<file path="src/rtl/spi_mmio_bridge.sv">
`timescale 1ns/1ps
// Memory-mapped front-end for the byte-level SPI engine: register file, TX/RX
// byte FIFOs and a sequencer that hands one byte at a time to the engine.
module spi_mmio_bridge #(
    parameter int unsigned FIFO_DEPTH   = 4,
    parameter logic [31:0] CLKDIV_RESET = 32'd4
) (
    input  logic        clock,
    input  logic        reset,
    input  logic [2:0]  bus_addr,
    input  logic        bus_wen,
    input  logic        bus_ren,
    input  logic [31:0] bus_wdata,
    output logic [31:0] bus_rdata,
    output logic [31:0] clkdiv,
    output logic [1:0]  spi_mode,
    output logic        spi_enable,
    output logic [7:0]  spi_data_out,
    output logic        data_out_ready,
    input  logic [7:0]  spi_data_in,
    input  logic        data_in_ready,
    output logic        irq
);
    localparam int unsigned AW = $clog2(FIFO_DEPTH);
    typedef logic [AW:0] ptr_t;
    typedef enum logic [1:0] {S_IDLE, S_LOAD, S_WAIT, S_DONE} state_e;

    state_e      state_q, state_d;
    ptr_t        tx_wptr_q, tx_rptr_q, rx_wptr_q, rx_rptr_q;
    logic [7:0]  tx_mem [FIFO_DEPTH];
    logic [7:0]  rx_mem [FIFO_DEPTH];
    logic [31:0] clkdiv_q;
    logic [1:0]  mode_q;
    logic [7:0]  data_out_q;
    logic        enable_q, irq_en_q, tx_ovf_q, rx_ovf_q, din_prev_q;

    logic wr_tx, rd_rx, wr_status, wr_ctrl, wr_clkdiv, flush, enable_now;
    logic tx_full, tx_empty, rx_full, rx_empty, busy;
    logic din_edge, abort, rx_push_req, tx_push, tx_pop, rx_push, rx_pop, start;

    assign wr_tx     = bus_wen && (bus_addr == 3'd0);
    assign rd_rx     = bus_ren && (bus_addr == 3'd1);
    assign wr_status = bus_wen && (bus_addr == 3'd2);
    assign wr_ctrl   = bus_wen && (bus_addr == 3'd3);
    assign wr_clkdiv = bus_wen && (bus_addr == 3'd4);
    assign flush     = wr_ctrl && bus_wdata[3];
    // A CTRL write clearing enable aborts in the same cycle it is written.
    assign enable_now = wr_ctrl ? bus_wdata[0] : enable_q;

    assign tx_empty = (tx_wptr_q == tx_rptr_q);
    assign tx_full  = (tx_wptr_q[AW] != tx_rptr_q[AW]) &&
                      (tx_wptr_q[AW-1:0] == tx_rptr_q[AW-1:0]);
    assign rx_empty = (rx_wptr_q == rx_rptr_q);
    assign rx_full  = (rx_wptr_q[AW] != rx_rptr_q[AW]) &&
                      (rx_wptr_q[AW-1:0] == rx_rptr_q[AW-1:0]);
    assign busy     = (state_q != S_IDLE) || !tx_empty;

    assign din_edge    = data_in_ready && !din_prev_q;
    assign abort       = !enable_now || flush;
    assign rx_push_req = (state_q == S_WAIT) && !abort && din_edge;
    assign tx_push     = wr_tx && !tx_full && !flush;
    assign tx_pop      = (state_q == S_LOAD) && !tx_empty && !flush;
    assign rx_push     = rx_push_req && !rx_full;
    assign rx_pop      = rd_rx && !rx_empty && !flush;
    assign start       = (state_q == S_IDLE) && (state_d == S_LOAD);

    // NOTE: every always_comb output gets a default first so no path infers a latch.
    always_comb begin
        state_d = state_q;
        case (state_q)
            S_IDLE: if (enable_now && !tx_empty && !flush) state_d = S_LOAD;
            S_LOAD: state_d = S_WAIT;
            S_WAIT: begin
                if (abort)         state_d = S_IDLE;
                else if (din_edge) state_d = S_DONE;
            end
            S_DONE: state_d = S_IDLE;
            default: state_d = S_IDLE;
        endcase
    end

    always_comb begin
        spi_enable     = 1'b0;
        data_out_ready = 1'b0;
        case (state_q)
            S_LOAD: begin
                spi_enable     = 1'b1;
                data_out_ready = 1'b1;
            end
            S_WAIT:  spi_enable = 1'b1;
            default: ;
        endcase
    end

    // NOTE: sequential state uses non-blocking assignments so every register
    // samples pre-edge values regardless of statement order.
    always_ff @(posedge clock or posedge reset) begin
        if (reset) begin
            state_q    <= S_IDLE;
            tx_wptr_q  <= '0;
            tx_rptr_q  <= '0;
            rx_wptr_q  <= '0;
            rx_rptr_q  <= '0;
            clkdiv_q   <= CLKDIV_RESET;
            mode_q     <= 2'b00;
            enable_q   <= 1'b0;
            irq_en_q   <= 1'b0;
            tx_ovf_q   <= 1'b0;
            rx_ovf_q   <= 1'b0;
            din_prev_q <= 1'b0;
            data_out_q <= 8'h00;
        end else begin
            state_q <= state_d;
            if (flush) begin
                tx_wptr_q <= '0;
                tx_rptr_q <= '0;
                rx_wptr_q <= '0;
                rx_rptr_q <= '0;
            end else begin
                if (tx_push) tx_wptr_q <= tx_wptr_q + ptr_t'(1);
                if (tx_pop)  tx_rptr_q <= tx_rptr_q + ptr_t'(1);
                if (rx_push) rx_wptr_q <= rx_wptr_q + ptr_t'(1);
                if (rx_pop)  rx_rptr_q <= rx_rptr_q + ptr_t'(1);
            end
            if (wr_tx && tx_full && !flush)       tx_ovf_q <= 1'b1;
            else if (wr_status && bus_wdata[6])   tx_ovf_q <= 1'b0;
            if (rx_push_req && rx_full)           rx_ovf_q <= 1'b1;
            else if (wr_status && bus_wdata[5])   rx_ovf_q <= 1'b0;
            if (wr_ctrl) begin
                enable_q <= bus_wdata[0];
                mode_q   <= bus_wdata[2:1];
                irq_en_q <= bus_wdata[4];
            end
            if (wr_clkdiv)            clkdiv_q   <= bus_wdata;
            if (state_q == S_WAIT)    din_prev_q <= data_in_ready;
            if (start)                data_out_q <= tx_mem[tx_rptr_q[AW-1:0]];
        end
    end

    // NOTE: FIFO storage is not reset; the pointers alone define valid contents.
    always_ff @(posedge clock) begin
        if (tx_push) tx_mem[tx_wptr_q[AW-1:0]] <= bus_wdata[7:0];
        if (rx_push) rx_mem[rx_wptr_q[AW-1:0]] <= spi_data_in;
    end

    always_comb begin
        bus_rdata = 32'h0;
        case (bus_addr)
            3'd1: if (!rx_empty) bus_rdata = {24'h0, rx_mem[rx_rptr_q[AW-1:0]]};
            3'd2: bus_rdata = {25'h0, tx_ovf_q, rx_ovf_q, busy, rx_empty, rx_full,
                               tx_empty, tx_full};
            3'd3: bus_rdata = {27'h0, irq_en_q, 1'b0, mode_q, enable_q};
            3'd4: bus_rdata = clkdiv_q;
            default: bus_rdata = 32'h0;
        endcase
    end

    assign clkdiv       = clkdiv_q;
    assign spi_mode     = mode_q;
    assign spi_data_out = data_out_q;
    assign irq          = (irq_en_q && !rx_empty) || rx_ovf_q;

endmodule
</file>
<file path="config.mk">
export PLATFORM = sky130hd
export DESIGN_NAME = spi_mmio_bridge
export DESIGN_NICKNAME = d
export VERILOG_FILES = /design/src/rtl/spi_mmio_bridge.sv
export SDC_FILE = /design/constraint.sdc
export NUM_CORES = 1
export LEC_CHECK = 0
export BUFFER_PORTS_ARGS = -buffer_cell sky130_fd_sc_hd__buf_2
export CAP_MARGIN = 5
export CORE_AREA = 2 2 108 100
export CTS_BUF_LIST = sky130_fd_sc_hd__clkbuf_4 sky130_fd_sc_hd__clkbuf_8
export DETAILED_ROUTE_END_ITERATION = 10
export DIE_AREA = 0 0 110 102
export PLACE_DENSITY = 0.81
export SLEW_MARGIN = 20
export SYNTH_ARGS = -nofsm -noshare
export SYNTH_HDL_FRONTEND = slang
export SYNTH_SLANG_ARGS = --single-unit
</file>
<file path="constraint.sdc">
create_clock -name clock -period 2.5 [get_ports clock]
set_input_delay 0.5 -clock clock [delete_from_list [all_inputs] [get_ports clock]]
set_output_delay 0.5 -clock clock [all_outputs]
set_load 0.02 [all_outputs]
</file>
==> reports/metrics.csv, run 1 <==
metric,value,unit
crit_slowest_cell,mux4_2,
mappedNetlistNets,424,
grt_max_degree,42,
fin_crit_sh,1.03,
use_met2,0.361,
syn_to_final_growth,28.3,%
crit_arrival,2.07,ns
finalSetupViolCount,2,
criticalPathCategory,flip-flop to primary output,
synth_area_per_cell,15.2,sq um
cp-start-kind,flip-flop,
min_period,2.57,ns
finClkSkew,0.0118,ns
finalWeightedCongestion,0.820,
yosys_register_bits,125,
port_buffers,124,
busiest_layer,met2,
crit_family,multiplexers,
cts_sinks,125,
tightest_slew,0.524,ns
final_antenna_net_count,0,
layoutNonFillerInstCount,658,
finalHoldViolCount,0,
met3_usage,0.0682,
drt_iter0_drc,172,
n_antenna_cell,0,
power_density,1080,mW/mm^2
grt-ovfl-total,0,
start_util,0.552,
fp.dieH,102,microns
synth_commonest_cells,"edfxtp_1, dfrtp_1, mux2_2",
hpwl,8520,microns
fin_ws,-0.0686,ns
syn_inst,363,
clockBufferDepth,2,
wire_per_inst,18.6,microns
antenna_found_initial,0,
yosysWarningCount,0,
grt_pass1_wl,18100,microns
die_area,0.0112,sq mm
totalWireLength,12300,microns
yosys-top-cells-area,"edfxtp_1, dfrtp_1, mux2_2",
vias_per_cell,5.35,
max_freq,389,MHz
slew_violations,0,
dpl_worst_slack,0.114,ns
dr.pass1.iters,5,
cts_root_buffer,clkbuf_8,
insertion_delay,0.44,ns
crit_path_end_kind,primary output,
drive_gt1_frac,0.505,
numCtsBuffers,17,
synth-edff-count,64,
ios,125,
cp_max_fo,4,
crit_path_cell_trace,buf_6 -> mux4_2 -> nor2b_1 -> a211o_1 -> buf_4,
required,2.00,ns
use_met1,0.295,
ys_seq_area_frac,0.623,
core-area,0.0100,sq mm
regToRegSetupSlack,0.33,ns
htree_num_levels,4,
outcome,"finished, violations left",
synth_area_leader_cell,edfxtp_1,
crit_buf_inv,2,
dp.cells,616,
synthFlopType,edfxtp_1,
crit_path_start,rx_rptr_q[0]$_DFFE_PP0P_,
rows,35,
r2r_start,tx_wptr_q[2]$_DFFE_PP0P_,
cts_tree,done,
drv_cap,0,
hp-class,primary input to asynchronous set/reset pin,
drcViolationCount,0,
async_reset_ff_frac,0.488,
ys_types,49,
dr_total_vias,3523,
die_w,110,microns
max-vdd-ir-drop,0.785,mV
synth_area,0.00554,sq mm
rsz0062_at_grt,yes,
yosys.cell_count.top_type,edfxtp_1,
final_nets,577,
grt_pass1_vias,3387,
synth_top_area_frac,0.347,
track_usage,0.224,
violations,negative setup slack,
p_leak,3.10,nW
max_stage_delay,0.47,ns
clkTransAtPathRegs,0.07,ns
slew_headroom,0.650,
-- final cells by class --
class,count,area [sq um]
timing repair buffer,149,868
inverter,17,63.8
multi-input combinational,206,2080
clock buffer,21,289
tap,129,161
clock inverter,11,185
sequential,125,3460
fill,651,2930
-- flip-flops by register name, indices dropped and copies added (netlist names), 2 cells and up --
| name | count |
|---|---|
| clkdiv | 32 |
| rx_mem | 32 |
| tx_mem | 32 |
| spi_data_out | 8 |
| rx_rptr_q | 3 |
| rx_wptr_q | 3 |
| tx_rptr_q | 3 |
| tx_wptr_q | 3 |
| spi_mode | 2 |
| state_q | 2 |
-- cell families after synthesis --
group | after synthesis | share of synthesized area
AND/OR/NAND/NOR | 79 | 0.0791
AO/OA/AOI/OAI | 33 | 0.0459
flip-flops | 125 | 0.623
buffers and inverters | 32 | 0.0260
multiplexers | 69 | 0.177
adder cells (fa/ha/maj) | 13 | 0.0294
XOR/XNOR | 12 | 0.0190
-- report_power, final --
group          internal [mW]  switching (mW)  leakage [nW]  total (mW)
sequential              2.52           0.307          1.31        2.83
clock                   1.29           0.781         0.246        2.07
combinational           1.32            1.41          1.54        2.74
total                   5.14            2.50          3.10        7.64
-- through the flow --
step	area [sq um]	TNS, ns	util	power (mW)	hold WS [ns]
5_1_grt	7100	-0.439	0.708	8.02	0.112
6_report	7100	-0.0919	0.708	7.64	0.0918
2_1_floorplan	5540	0	-	4.50	0.457
3_3_place_gp	6380	0	0.636	5.13	0.490
3_5_place_dp	6380	0	0.636	5.22	0.489
4_1_cts	7000	-0.0463	0.698	7.54	0.102
-- final timing paths --
| path | endpoint | cells past startpoint |
|---|---|---|
| worst min-delay path | spi_data_out[7]$_DFFE_PP0P_ | 2 |
| worst max register to register | spi_data_out[6]$_DFFE_PP0P_ | 6 |
| min in group clock | rx_mem[3][5]$_DFFE_PP_ | 1 |
| max in group asynchronous | clkdiv[2]$_DFFE_PP1P_ | 3 |
| worst min register to register | din_prev_q$_DFFE_PP0P_ | 1 |
| worst max-delay path | bus_rdata[4] | 5 |
-- layout by cell type (no fill, tap or decap), types with 2 or more instances in the layout --
master     netlist  final
mux4_2          16     16
buf_2            7    121
nor2b_1          4      4
nor2_1          12     12
a22oi_1          2      2
mux2i_1          7      7
nand3_1          3      3
nor3_4           0      2
xor2_1           8      2
nand2_1         12     12
dfrtp_1         60     53
buf_4            0     22
xnor2_1          4      3
buf_6            2      2
mux2_2          36     36
mux2_4           9      9
ha_1            13     13
and3_1           4      3
and2_1          34     34
inv_1           17     16
a22o_1           2      2
bufinv_16        0      5
edfxtp_1        64     64
buf_12           0      3
xor2_2           0      5
clkinv_2         0      4
a221oi_1         4      2
clkbuf_8         0     21
o31ai_1          3      3
dfrtp_2          0      7
o21ai_0          7      6
-- per-layer routing --
metal / up-vias / routed length, microns
li1: 1641 / -
met1: 1786 / 5150
met2: 81 / 6380
met3: 15 / 541
met4: 0 / 189
met5: - / 0
-- worst reg2reg max path, delay by kind of cell (launching register included) --
family / cells / cell delay, ns
xor gates and xnor gates: 1 / 0.22
and+or+nand+nor: 1 / 0.40
DFF: 1 / 0.43
muxes: 1 / 0.38
buffers and inverters: 2 / 0.30
AOI/OAI and AO/OA: 1 / 0.34
-- timing repair --
action	4_1_cts	5_1_grt
pin swaps	3	7
setup endpoints to repair	8	32
resized for setup	19	17
hold endpoints to repair	0	0
hold buffers	0	0
setup buffers	8	2
Power figures use the tool's default switching activity.
==> run 2, diff against run 1 <==
--- a/config.mk
+++ b/config.mk
@@ -5,13 +5,15 @@
 export SDC_FILE = /design/constraint.sdc
 export NUM_CORES = 1
 export LEC_CHECK = 0
-export BUFFER_PORTS_ARGS = -buffer_cell sky130_fd_sc_hd__buf_2
+export BUFFER_PORTS_ARGS = -buffer_cell sky130_fd_sc_hd__clkbuf_2
 export CAP_MARGIN = 5
 export CORE_AREA = 2 2 108 100
 export CTS_BUF_LIST = sky130_fd_sc_hd__clkbuf_4 sky130_fd_sc_hd__clkbuf_8
 export DETAILED_ROUTE_END_ITERATION = 10
 export DIE_AREA = 0 0 110 102
+export MAX_ROUTING_LAYER = met4
 export PLACE_DENSITY = 0.81
+export SKIP_LAST_GASP = 1
 export SLEW_MARGIN = 20
 export SYNTH_ARGS = -nofsm -noshare
 export SYNTH_HDL_FRONTEND = slang
==> run 2 against run 1 <==
Against the previous run: the flow still finishes with violations (negative setup slack); combinational power is 3% lower; first-iteration DRC count is 21% lower; critical path type unchanged; critical endpoint is now bus_rdata[3]; sequential share of layout area is 0.45 points higher; die area stayed put.
==> reports/metrics.csv, run 2 (same netlist as run 1, synthesis figures left out) <==
metric,value,unit,change
use_met1,0.302,,was 0.295
min_period,2.53,ns,was 2.57 ns
max-vdd-ir-drop,0.696,mV,was 0.785 mV
core-area,0.0100,sq mm,unchanged
violations,negative setup slack,,unchanged
n_antenna_cell,0,,unchanged
crit_path_cell_trace,buf_4 -> mux4_2 -> a41oi_2 -> o32ai_2 -> buf_2,,was buf_6 -> mux4_2 -> nor2b_1 -> a211o_1 -> buf_4
dr.pass1.iters,4,,was 5
grt_pass1_vias,3651,,was 3387
syn_to_final_growth,27.1,%,was 28.3%
cp-start-kind,flip-flop,,unchanged
p_leak,3.06,nW,was 3.10 nW
r2r_start,tx_wptr_q[2]$_DFFE_PP0P_,,unchanged
slew_headroom,0.475,,was 0.650
grt_max_degree,37,,was 42
regToRegSetupSlack,0.35,ns,was 0.33 ns
numCtsBuffers,17,,unchanged
finalSetupViolCount,2,,unchanged
crit_buf_inv,2,,unchanged
drcViolationCount,0,,unchanged
totalWireLength,12400,microns,was 12300 microns
crit_path_end_kind,primary output,,unchanged
met3_usage,0.0619,,was 0.0682
post_dp_cell_area,0.00637,sq mm,was 0.00638 sq mm
max_freq,395,MHz,was 389 MHz
slew_violations,0,,unchanged
start_util,0.552,,unchanged
stdcell_area,0.00704,sq mm,was 0.00710 sq mm
fin_crit_sh,1.01,,was 1.03
outcome,"finished, violations left",,unchanged
tightest_slew,0.786,ns,was 0.524 ns
rsz0062_at_grt,yes,,unchanged
crit_arrival,2.03,ns,was 2.07 ns
hp-class,primary input to asynchronous set/reset pin,,unchanged
insertion_delay,0.43,ns,was 0.44 ns
criticalPathCategory,flip-flop to primary output,,unchanged
crit_family,multiplexers,,unchanged
rows,35,,unchanged
fin_ws,-0.0330,ns,was -0.0686 ns
antenna_found_initial,0,,unchanged
vias_per_cell,5.44,,was 5.35
required,2.00,ns,about the same
hpwl,8860,microns,was 8520 microns
power_density,1070,mW/mm^2,was 1080 mW/mm^2
r2r-end,spi_data_out[4]$_DFFE_PP0P_,,was spi_data_out[6]$_DFFE_PP0P_
grt-ovfl-total,0,,unchanged
die_w,110,microns,unchanged
dp.cells,617,,was 616
final_common_cell,clkbuf_2,,was buf_2
max_stage_delay,0.52,ns,was 0.47 ns
clockBufferDepth,2,,unchanged
finalWeightedCongestion,0.832,,was 0.820
grt_pass1_wl,19100,microns,was 18100 microns
cp_max_fo,5,,was 4
clkTransAtPathRegs,0.08,ns,was 0.07 ns
ios,125,,unchanged
dr_total_vias,3571,,was 3523
cts_root_buffer,clkbuf_8,,unchanged
busiest_layer,met2,,unchanged
die_area,0.0112,sq mm,unchanged
finClkSkew,0.0117,ns,was 0.0118 ns
drv_cap,0,,unchanged
htree_num_levels,4,,unchanged
use_met2,0.387,,was 0.361
fin_util,0.702,,was 0.708
cts_tree,done,,unchanged
layoutNonFillerInstCount,657,,was 658
final_nets,576,,was 577
r2r_cells,6,,unchanged
port_buffers,124,,unchanged
drt_iter0_drc,136,,was 172
drive_gt1_frac,0.498,,was 0.505
crit_slowest_cell,mux4_2,,unchanged
cts_sinks,125,,unchanged
fp.dieH,102,microns,unchanged
finalHoldViolCount,0,,unchanged
final_antenna_net_count,0,,unchanged
tns,-0.0413,ns,was -0.0919 ns
wire_per_inst,18.9,microns,was 18.6 microns
track_usage,0.243,,was 0.224
final_cell_mix,"clkbuf_2, edfxtp_1, dfrtp_1, mux2_2, and2_1",,"was buf_2, edfxtp_1, dfrtp_1, mux2_2, and2_1"
dpl_worst_slack,0.147,ns,was 0.114 ns
run 2: cell types whose count changed in the layout (fill, tap and decap cells not counted), sizes merged:
cell / change
buf: -122
clkbuf: +119
clkinvlp: +1
inv: +1
run 2: cell type report:
class                   count  area [sq um]
fillers                   647          2990
repair buffers            148           833
inverters                  17          63.8
clock inverters            13           211
multi-input cells         206          2050
well taps                 129           161
flip-flops and latches    125          3460
clock buffers              19           255
run 2: worst max-delay path by stage:
| stage | endpoint | start | slack [ns] | depth (start not counted) |
|---|---|---|---|---|
| 6_report | bus_rdata[3] | rx_rptr_q[0]$_DFFE_PP0P_ | -0.03 | 5 |
| 5_1_grt | bus_rdata[4] | rx_rptr_q[1]$_DFFE_PP0P_ | -0.08 | 6 |
| 4_1_cts | bus_rdata[4] | rx_rptr_q[0]$_DFFE_PP0P_ | -0.05 | 6 |
| 3_5_place_dp | tx_mem[3][6]$_DFFE_PP_ | bus_addr[0] | 0.15 | 4 |
| 3_3_place_gp | tx_mem[3][7]$_DFFE_PP_ | bus_addr[0] | 0.16 | 4 |
| 2_1_floorplan | bus_rdata[3] | rx_rptr_q[0]$_DFFE_PP0P_ | 0.28 | 4 |
run 2: power by group:
part           switching [mW]  internal [mW]
logic                    1.41           1.26
clock network           0.819           1.23
registers               0.314           2.52
run 2: timing repair:
item / in CTS / in global routing
hold buffers: 0 / 0
resized for setup: 20 / 11
pin swaps: 4 / 4
setup buffers: 5 / 3
setup endpoints to repair: 6 / 31
run 2: per-layer routing:
metal	part of all wire	routed length [microns]
met2	0.53	6550
met3	0.046	567
met1	0.41	5080
met5	0	0
met4	0.018	227
run 2: per-stage QoR:
step | hold WS, ns | total power, mW
3_3_place_gp | 0.486 | 5.16
2_1_floorplan | 0.457 | 4.50
5_1_grt | 0.244 | 7.92
6_report | 0.196 | 7.55
3_5_place_dp | 0.494 | 5.23
4_1_cts | 0.206 | 7.51
==> run 3, diff against run 2 <==
--- a/config.mk
+++ b/config.mk
@@ -7,12 +7,12 @@
 export LEC_CHECK = 0
 export BUFFER_PORTS_ARGS = -buffer_cell sky130_fd_sc_hd__clkbuf_2
 export CAP_MARGIN = 5
-export CORE_AREA = 2 2 108 100
+export CORE_AREA = 2 2 105 97
 export CTS_BUF_LIST = sky130_fd_sc_hd__clkbuf_4 sky130_fd_sc_hd__clkbuf_8
 export DETAILED_ROUTE_END_ITERATION = 10
-export DIE_AREA = 0 0 110 102
+export DIE_AREA = 0 0 107 99
 export MAX_ROUTING_LAYER = met4
-export PLACE_DENSITY = 0.81
+export PLACE_DENSITY = 0.85
 export SKIP_LAST_GASP = 1
 export SLEW_MARGIN = 20
 export SYNTH_ARGS = -nofsm -noshare
==> constraint.sdc (replaced) <==
create_clock -name clock -period 2.97 [get_ports clock]
set_input_delay 0.594 -clock clock [delete_from_list [all_inputs] [get_ports clock]]
set_output_delay 0.594 -clock clock [all_outputs]
set_load 0.02 [all_outputs]
==> run 3 against run 2 <==
Against the previous run: the flow now finishes without violations; clock power is 23% lower; sequential share of layout area up 1.8 points; critical path depth increased by 1; hold slack better by 0.054 ns.
==> reports/metrics.csv, run 3 (same netlist as run 1, synthesis figures left out) <==
metric,value,unit,change
cts_root_buffer,clkbuf_8,,unchanged
insertion_delay,0.44,ns,was 0.43 ns
outcome,completed,,"was finished, violations left"
min_period,2.78,ns,
drcViolationCount,0,,unchanged
cp_max_fo,11,,was 5
fin_util,0.715,,was 0.702
final_cell_mix,"clkbuf_2, edfxtp_1, dfrtp_1, mux2_2, and2_1",,unchanged
grt_max_degree,35,,was 37
hpwl,8630,microns,was 8860 microns
regToRegSetupSlack,0.89,ns,was 0.35 ns
tightest_slew,0.709,ns,was 0.786 ns
rsz0062_at_grt,no,,was yes
htree_num_levels,4,,unchanged
max_stage_delay,0.52,ns,about the same
cts_sinks,125,,unchanged
max-vdd-ir-drop,0.569,mV,was 0.696 mV
fill_cells,649,,was 647
finalWeightedCongestion,0.880,,was 0.832
finalSetupViolCount,0,,was 2
wire_per_inst,18.5,microns,was 18.9 microns
crit_slowest_cell,dfrtp_2,,was mux4_2
drv_cap,0,,unchanged
numCtsBuffers,17,,unchanged
clkTransAtPathRegs,0.07,ns,was 0.08 ns
max_freq,360,MHz,
cts_setup_buffers,0,,was 5
r2r-end,rx_mem[2][1]$_DFFE_PP_,,was spi_data_out[4]$_DFFE_PP0P_
crit_path_end_kind,primary output,,unchanged
dr_total_vias,3496,,was 3571
finClkSkew,0.00745,ns,was 0.0117 ns
drive_gt1_frac,0.456,,was 0.498
clockBufferDepth,2,,unchanged
r2r_start,rx_rptr_q[0]$_DFFE_PP0P_,,was tx_wptr_q[2]$_DFFE_PP0P_
die_area,0.0106,sq mm,was 0.0112 sq mm
die_w,107,microns,was 110 microns
hp-class,primary input to asynchronous set/reset pin,,unchanged
grt-ovfl-total,0,,unchanged
ios,125,,unchanged
vias_per_cell,5.45,,was 5.44
finalHoldViolCount,0,,unchanged
post_dp_cell_area,0.00633,sq mm,was 0.00637 sq mm
cts_tree,done,,unchanged
met3_length,469,microns,was 567 microns
port_buffers,124,,unchanged
top_layer,met4,,unchanged
tns,0,ns,was -0.0413 ns
core-area,0.00949,sq mm,was 0.0100 sq mm
power_density,879,mW/mm^2,was 1070 mW/mm^2
stdcell_area,0.00678,sq mm,was 0.00704 sq mm
routed-wl-met2,6140,microns,was 6550 microns
syn_to_final_growth,22.5,%,was 27.1%
dp.cells,609,,was 617
drt_iter0_drc,171,,was 136
fin_crit_sh,0.936,,
crit_buf_inv,2,,unchanged
final_common_cell,clkbuf_2,,unchanged
final_antenna_net_count,0,,unchanged
crit_path_cell_trace,xor2_2 -> o311ai_1 -> buf_4 -> nor2b_1 -> a211o_1 -> clkbuf_2,,was buf_4 -> mux4_2 -> a41oi_2 -> o32ai_2 -> buf_2
final_nets,563,,was 576
slew_headroom,0.527,,was 0.475
criticalPathCategory,flip-flop to primary output,,unchanged
n_antenna_cell,0,,unchanged
ff_latch_area,0.00345,sq mm,was 0.00346 sq mm
start_util,0.583,,was 0.552
rows,34,,was 35
slew_violations,0,,unchanged
crit_arrival,2.19,ns,was 2.03 ns
track_usage,0.248,,was 0.243
crit_family,compound AO/OA/AOI/OAI gates,,was multiplexers
fp.dieH,99,microns,was 102 microns
totalWireLength,11800,microns,was 12400 microns
antenna_found_initial,0,,unchanged
r2r_cells,4,,was 6
p_leak,2.96,nW,was 3.06 nW
required,2.38,ns,was 2.00 ns
wirelength_met1,5030,microns,was 5080 microns
layoutNonFillerInstCount,641,,was 657
fin_hold_ws,0.249,ns,was 0.196 ns
grt_pass1_wl,18700,microns,was 19100 microns
grt_pass1_vias,3565,,was 3651
multiInputGateArea,0.00197,sq mm,was 0.00205 sq mm
dr.pass1.iters,5,,was 4
cp-start-kind,flip-flop,,unchanged
run 3: cell types whose count changed in the layout (fill, tap and decap cells not counted), sizes merged:
| cell | delta |
|---|---|
| buf | -16 |
| clkbuf | +8 |
| bufinv | -2 |
| inv | -2 |
| clkinv | -1 |
run 3: layout make-up:
cell class                 instances  area share
clock buffer                      24      0.0450
timing repair buffer             135       0.106
inverter                          17     0.00941
sequential                       125       0.509
tap                              126      0.0233
multi-input combinational        206       0.291
clock inverter                     8      0.0170
run 3: worst max-delay path by stage:
stage / from / to / cells after the start
after floorplan: rx_rptr_q[0]$_DFFE_PP0P_ / bus_rdata[3] / 4
after global placement: bus_addr[0] / bus_rdata[22] / 5
after detailed placement: bus_addr[0] / bus_rdata[27] / 5
after CTS: rx_rptr_q[0]$_DFFE_PP0P_ / bus_rdata[2] / 5
after global routing: rx_rptr_q[0]$_DFFE_PP0P_ / bus_rdata[2] / 5
final: rx_rptr_q[1]$_DFFE_PP0P_ / bus_rdata[4] / 6
run 3: what timing repair did:
item / CTS / global route
endpoints found under the setup margin: 1 / 3
gates resized for setup: 1 / 4
hold buffers: 0 / 0
run 3: routing by layer:
metal	track usage	vias up
met3	0.0628	16
met1	0.306	1783
li1	-	1615
met5	-	-
met4	0.0979	0
met2	0.395	82
run 3: worst register-to-register path: stages (launching register included):
cell,delay (ns)
dfrtp_2,0.49
xor2_1,0.33
o31a_1,0.21
and3_1,0.26
and2_1,0.44
run 3: metrics by stage:
step,worst slack (ns),power [mW]
detailed placement,0.411,4.41
CTS,0.0730,5.97
global route,0.00504,6.28
finish,0.190,5.96
global placement,0.440,4.31
floorplan,0.653,3.79
run 3: power by group:
| part | switching [mW] | internal [mW] |
|---|---|---|
| Sequential | 0.295 | 2.12 |
| Combinational | 1.06 | 0.923 |
| Clock | 0.639 | 0.926 |
| Total | 2.00 | 3.97 |
